$ cat src/rtl/div_gen.sv
// div_gen: iterative restoring divider, signed or unsigned, one quotient bit
// per cycle, MSB first. Result packs {remainder, quotient}.
// Optional feature macro: DIV_GEN_EARLY_OUT_EN (short-circuits |dividend| < |divisor|).
// All outputs are registered from the next-state decode so they track the state.
module div_gen #(
  parameter int WIDTH = 32
) (
  input  logic               clk,
  input  logic               rst,
  input  logic               sign,
  input  logic [WIDTH-1:0]   reg1,
  input  logic [WIDTH-1:0]   reg2,
  input  logic               start,
  input  logic               cancel,
  output logic [2*WIDTH-1:0] result,
  output logic               done,
  output logic               busy,
  output logic               div_zero
);

  typedef enum logic [1:0] {
    IDLE = 2'd0,
    ZERO = 2'd1,
    CALC = 2'd2,
    DONE = 2'd3
  } state_t;

  localparam int CW = $clog2(WIDTH);
  localparam logic [CW-1:0]    CNT_ZERO = {CW{1'b0}};
  localparam logic [CW-1:0]    CNT_ONE  = {{(CW-1){1'b0}}, 1'b1};
  localparam logic [CW-1:0]    CNT_LAST = CW'(WIDTH - 1);
  localparam logic [WIDTH-1:0] W_ZERO   = {WIDTH{1'b0}};
  localparam logic [WIDTH-1:0] W_ONE    = {{(WIDTH-1){1'b0}}, 1'b1};

  // Two's-complement magnitude when signed mode sees a negative value.
  function automatic logic [WIDTH-1:0] mag(input logic [WIDTH-1:0] v, input logic s);
    if (s && v[WIDTH-1]) begin
      mag = ~v + W_ONE;
    end else begin
      mag = v;
    end
  endfunction

  // Conditional two's-complement negation for the final sign fix-up.
  function automatic logic [WIDTH-1:0] neg_if(input logic [WIDTH-1:0] v, input logic n);
    if (n) begin
      neg_if = ~v + W_ONE;
    end else begin
      neg_if = v;
    end
  endfunction

  state_t             state_r, state_s;
  logic [CW-1:0]      cnt_r, cnt_s;
  logic [WIDTH-1:0]   quo_r, quo_s;
  logic [WIDTH-1:0]   rem_r, rem_s;
  logic [WIDTH-1:0]   dvs_r, dvs_s;
  logic               neg_q_r, neg_q_s;
  logic               neg_r_r, neg_r_s;
  logic [2*WIDTH-1:0] result_r, result_s;
  logic               done_r, done_s;
  logic               busy_r, busy_s;
  logic               div_zero_r, div_zero_s;

  logic [WIDTH:0]     shifted_s;
  logic [WIDTH:0]     trial_s;
  logic               qbit_s;
  logic [WIDTH-1:0]   rem_step_s;
  logic [WIDTH-1:0]   quo_step_s;
  logic [WIDTH-1:0]   a_mag_s;
  logic [WIDTH-1:0]   b_mag_s;
  logic               early_s;

  // One restoring step: shift in the next dividend bit and trial-subtract the divisor.
  always_comb begin
    a_mag_s    = mag(reg1, sign);
    b_mag_s    = mag(reg2, sign);
    shifted_s  = {rem_r, quo_r[WIDTH-1]};
    trial_s    = shifted_s - {1'b0, dvs_r};
    qbit_s     = ~trial_s[WIDTH];
    if (qbit_s) begin
      rem_step_s = trial_s[WIDTH-1:0];
    end else begin
      rem_step_s = shifted_s[WIDTH-1:0];
    end
    quo_step_s = {quo_r[WIDTH-2:0], qbit_s};
`ifdef DIV_GEN_EARLY_OUT_EN
    early_s    = (a_mag_s < b_mag_s);
`else
    early_s    = 1'b0;
`endif
  end

  // Next-state and next-output decode; result/done/div_zero are nonzero only in DONE.
  always_comb begin
    state_s    = state_r;
    cnt_s      = cnt_r;
    quo_s      = quo_r;
    rem_s      = rem_r;
    dvs_s      = dvs_r;
    neg_q_s    = neg_q_r;
    neg_r_s    = neg_r_r;
    result_s   = {(2*WIDTH){1'b0}};
    done_s     = 1'b0;
    busy_s     = 1'b0;
    div_zero_s = 1'b0;
    case (state_r)
      IDLE: begin
        if (start && !cancel) begin
          neg_q_s = sign & (reg1[WIDTH-1] ^ reg2[WIDTH-1]);
          neg_r_s = sign & reg1[WIDTH-1];
          quo_s   = a_mag_s;
          dvs_s   = b_mag_s;
          rem_s   = W_ZERO;
          cnt_s   = CNT_ZERO;
          if (reg2 == W_ZERO) begin
            state_s = ZERO;
            busy_s  = 1'b1;
          end else if (early_s) begin
            state_s  = DONE;
            done_s   = 1'b1;
            result_s = {reg1, W_ZERO};
          end else begin
            state_s = CALC;
            busy_s  = 1'b1;
          end
        end else begin
          state_s = IDLE;
        end
      end
      ZERO: begin
        if (cancel) begin
          state_s = IDLE;
        end else begin
          state_s    = DONE;
          done_s     = 1'b1;
          div_zero_s = 1'b1;
        end
      end
      CALC: begin
        if (cancel) begin
          state_s = IDLE;
        end else begin
          rem_s = rem_step_s;
          quo_s = quo_step_s;
          cnt_s = cnt_r + CNT_ONE;
          if (cnt_r == CNT_LAST) begin
            state_s  = DONE;
            done_s   = 1'b1;
            result_s = {neg_if(rem_step_s, neg_r_r), neg_if(quo_step_s, neg_q_r)};
          end else begin
            busy_s = 1'b1;
          end
        end
      end
      DONE: begin
        if (cancel || !start) begin
          state_s = IDLE;
        end else begin
          done_s     = 1'b1;
          result_s   = result_r;
          div_zero_s = div_zero_r;
        end
      end
      default: begin
        state_s = IDLE;
      end
    endcase
  end

  // State, datapath and registered outputs; async active-low reset clears everything.
  always_ff @(posedge clk or negedge rst) begin
    if (!rst) begin
      state_r    <= IDLE;
      cnt_r      <= CNT_ZERO;
      quo_r      <= W_ZERO;
      rem_r      <= W_ZERO;
      dvs_r      <= W_ZERO;
      neg_q_r    <= 1'b0;
      neg_r_r    <= 1'b0;
      result_r   <= {(2*WIDTH){1'b0}};
      done_r     <= 1'b0;
      busy_r     <= 1'b0;
      div_zero_r <= 1'b0;
    end else begin
      state_r    <= state_s;
      cnt_r      <= cnt_s;
      quo_r      <= quo_s;
      rem_r      <= rem_s;
      dvs_r      <= dvs_s;
      neg_q_r    <= neg_q_s;
      neg_r_r    <= neg_r_s;
      result_r   <= result_s;
      done_r     <= done_s;
      busy_r     <= busy_s;
      div_zero_r <= div_zero_s;
    end
  end

  assign result   = result_r;
  assign done     = done_r;
  assign busy     = busy_r;
  assign div_zero = div_zero_r;

endmodule

$ cat config.mk
export PLATFORM = sky130hd
export DESIGN_NAME = div_gen
export DESIGN_NICKNAME = d
export VERILOG_FILES = /design/src/rtl/div_gen.sv
export SDC_FILE = /design/constraint.sdc
export NUM_CORES = 1
export LEC_CHECK = 0
export CORE_UTILIZATION = 48
export CTS_BUF_LIST = sky130_fd_sc_hd__clkbuf_8
export CTS_CLUSTER_DIAMETER = 200
export DETAILED_ROUTE_END_ITERATION = 16
export MAX_ROUTING_LAYER = met4
export PLACE_DENSITY = 0.72
export SYNTH_ARGS = -nofsm -noshare
export SYNTH_HDL_FRONTEND = slang
export SYNTH_SLANG_ARGS = --single-unit
$ cat constraint.sdc
create_clock -name clk -period 4.7 [get_ports clk]
set_input_delay 0.47 -clock clk [delete_from_list [all_inputs] [get_ports clk]]
set_output_delay 0.47 -clock clk [all_outputs]
set_load 0.01 [all_outputs]
==> flow_summary_export.csv <==
group,metric,value,unit
finish,n_antenna_cell,0,
finish,seq_area,0.004304,sq mm
finish,multi_input_area,0.007362,sq mm
pwr,p_per_area,431.2,mW/mm^2
timing,relSlewSlack,21.84,%
detailed_routing,drt_iter0_markers,1017,
worst_setup_path,critical_path_class,"flip-flop to flip-flop",
timing,worstMarginPinSlew,1172,ps
pwr,switchingPower,2831,uW
finish,layout_commonest_cell,"nand2_1",
worst_setup_path,cp-start-kind,"flip-flop",
hold_path,worstHoldPathType,"input port to asynchronous set/reset pin",
worst_setup_path,cp_cell_sequence,"inv_1 > ha_1 > fa_2 > nand2b_1 > a21o_4 > a21oi_4 > o21ai_2 > a21o_1 > mux2_4 > nor2_4 > inv_4 > ha_1 > nand3b_1 > or3_1 > or3_1 > or3_1 > o31ai_4 > nand2_1 > xnor2_1 > o21ai_1",
grt,grt_max_degree,102,
timing,finalSetupViolCount,0,
logic_synthesis,synth_cell_types,80,
worst_setup_path,crit_slowest_cell,"or3_1",
logic_synthesis,synth_area,0.01215,sq mm
pwr,p_int,3372,uW
timing,fin_crit_sh,95.11,%
clocking,cts_hold_buffers,0,
pwr,p_total,6203,uW
logic_synthesis,async_flop_share,100.0,%
finish,area_growth_syn_to_layout,18.40,%
pwr,p_comb_share,48.6,%
detailed_routing,vias,11573,
worst_setup_path,setup.worst_path.start,"quo_r[31]$_DFFE_PN0P_",
finish,layout_common_cells,"nand2_1, o21ai_0, dfrtp_1",
timing,finalWorstSetupSlack,229.7,ps
floorplanning,die_w,161.1,um
worst_setup_path,cp.arrival,4830,ps
finish,final_area,0.01439,sq mm
logic_synthesis,ys_ff_latch,172,
placement,hpwl,27.00,mm
detailed_routing,routed_via_density,5.950,
detailed_routing,ant_nets,0,
worst_setup_path,path_max_fanout,5,
finish,drive_gt1_share,7.711,%
placement,io_buffers,135,
timing,slew_violations,0,
logic_synthesis,post_synth_fa_ha_maj_area_fraction,4.490,%
detailed_routing,wl,36.04,mm
clocking,cts_max_level,4,
worst_setup_path,path_common_cell,"or3_1",
pwr,clockPowerShare,17.2,%
status,status,"finished, final reports clean",
finish,fin_cells,1945,
clocking,clk-insertion-delay-late,490,ps
logic_synthesis,synth_xor_xnor_area_share,9.804,%
logic_synthesis,syn_inst,1484,
worst_setup_path,r2r_cells,20,
grt,grt_pass1_wl,58.18,mm
floorplanning,ios,136,
detailed_routing,first_pass_iters,5,
logic_synthesis,synth-edff-count,0,
worst_setup_path,r2r-end,"result[26]$_DFFE_PN0N_",
placement,placed_area,0.01391,sq mm
worst_setup_path,critPathRequiredTime,5060,ps
pwr,ir_drop,0.2236,mV
detailed_routing,post-route-drc-count,0,
timing,rsz0062_at_grt,"no",
logic_synthesis,synth_area_per_cell,8.187,sq um
logic_synthesis,yosys.area_share.simple,19.73,%
finish,fin_nets,1720,
worst_setup_path,critical-path-top-delay-family,"simple AND/OR/NAND/NOR gates",
finish,fill_cells,2280,
floorplanning,start_util,49.38,%
placement,dp_cells,1910,
clocking,cts_root_buf,"clkbuf_8",
grt,first_global_vias,10871,
pwr,switching_share,45.64,%
pwr,p_leak,0.005955,uW
worst_setup_path,crit_buf_inv,2,
clocking,numCtsBuffers,17,
pwr,pwr-share-seq,34.1,%
worst_setup_path,endpoint_kind,"flip-flop",
detailed_routing,wl_per_cell,18.53,um
floorplanning,dieArea,0.02595,sq mm
worst_setup_path,r2r-start,"quo_r[31]$_DFFE_PN0P_",
floorplanning,dieHeight,161.1,um
worst_setup_path,max_stage_delay,420,ps
worst_setup_path,r2r_slack,230,ps
logic_synthesis,yosys_warnings,0,
logic_synthesis,synthesis.nets,1596,
timing,fin_crit,4470,ps
placement,globalplace.congestion,0.9396,
floorplanning,rows,57,
logic_synthesis,ys_seq_area_share,35.43,%
timing,clock_skew,19.22,ps
logic_synthesis,synth_top_family_by_area,"compound AO/OA/AOI/OAI gates",
worst_setup_path,crit_end,"result[26]$_DFFE_PN0N_",
logic_synthesis,synth_mux_area_share,2.894,%
clocking,cts_tree,"built",
grt,grt.total_usage,28.94,%
floorplanning,core,0.02460,sq mm
worst_setup_path,cp_num_cells,20,
clocking,cts.sinks,172,
grt,overflow,0,
timing,hold_viol_final,0,
logic_synthesis,synth-compound-area-share,23.03,%
run,cap_viol_max_count,0,
clocking,clock_path_buffers,2,
placement,place_ws,146.0,ps
timing,max_freq,0.2237,GHz
grt,antenna_found_initial,0,
clocking,clkTransAtPathRegs,120,ps
logic_synthesis,synth_ff_type,"dfrtp_1",
==> stage by stage <==
stage | util [%] | TNS [ps] | hold slack [ps]
after floorplan | - | -55.22 | 174.4
after global placement | 56.53 | 0 | 459.3
after detailed placement | 56.53 | 0 | 467.2
after CTS | 58.15 | 0 | 140.2
after global routing | 58.46 | 0 | 150.7
final | 58.46 | 0 | 79.66
==> worst min-delay path by stage <==
| stage | endpoint | slack (ps) | depth (start not counted) | from |
|---|---|---|---|---|
| after global placement | cnt_r[4]$_DFFE_PN0P_ | 460 | 2 | cnt_r[4]$_DFFE_PN0P_ |
| final | dvs_r[27]$_DFFE_PN0P_ | 80 | 1 | rst |
| after detailed placement | cnt_r[4]$_DFFE_PN0P_ | 470 | 2 | cnt_r[4]$_DFFE_PN0P_ |
| after CTS | dvs_r[27]$_DFFE_PN0P_ | 140 | 1 | rst |
| after floorplan | busy$_DFF_PN0_ | 170 | 0 | rst |
| after global routing | dvs_r[27]$_DFFE_PN0P_ | 150 | 1 | rst |
==> area by class of cell <==
class / count / share of cell area [%]
Clock buffer: 18 / 1.722
Clock inverter: 14 / 1.052
Inverter: 53 / 1.400
Multi-Input combinational cell: 1181 / 51.18
Sequential cell: 172 / 29.92
Tap cell: 324 / 2.818
Timing Repair Buffer: 183 / 11.91
==> routing by layer <==
metal	share of wire (%)	track usage [%]	vias up	routed length, um
met2	45	43.85	419	16340
li1	-	-	5520	-
met1	47	40.72	5568	16980
met5	0	-	-	0
met3	5.6	3.467	66	2005
met4	2.0	8.233	0	707
==> synth_stat cells (28+ instances only) <==
cell,instances,area [sq um]
dfrtp_1,172,4304
clkbuf_1,54,202.7
o22ai_1,29,181.4
mux2i_1,28,280.3
ha_1,42,525.5
nor3_1,29,145.1
nand2_1,208,780.8
a21oi_1,105,525.5
inv_1,52,195.2
xor2_1,62,543.0
nor2_1,112,420.4
xnor2_1,74,648.1
o21ai_0,185,925.9
==> flip-flops by register name, indices dropped and copies added, names as in the netlist <==
name / flops
done: 1
result: 64
neg_r_r: 1
div_zero: 1
neg_q_r: 1
dvs_r: 32
busy: 1
quo_r: 32
state_r: 2
rem_r: 32
cnt_r: 5
==> power by group through the flow <==
| stage | registers [uW] | logic, uW | clock network (uW) |
|---|---|---|---|
| 3_5_place_dp | 2130 | 2910 | 0 |
| 4_1_cts | 2100 | 2930 | 1090 |
| 2_1_floorplan | 2020 | 2140 | 0 |
| 6_report | 2120 | 3020 | 1070 |
| 5_1_grt | 2160 | 3330 | 1140 |
| 3_3_place_gp | 2110 | 2870 | 0 |
==> logic make-up (layout without fill, tap and decap cells) <==
kind of cell	Yosys count	count (layout)
simple gates	506	507
compound gates	461	461
fa+ha+maj	43	43
mux	34	34
flops	172	172
buf+inv	132	268
xor+xnor	136	136
==> timing repair <==
item                       CTS  global route
setup endpoints to repair    0            10
buffers inserted             0             2
resized for setup            0            14
Note: power is estimated with default switching activity, not from simulation.
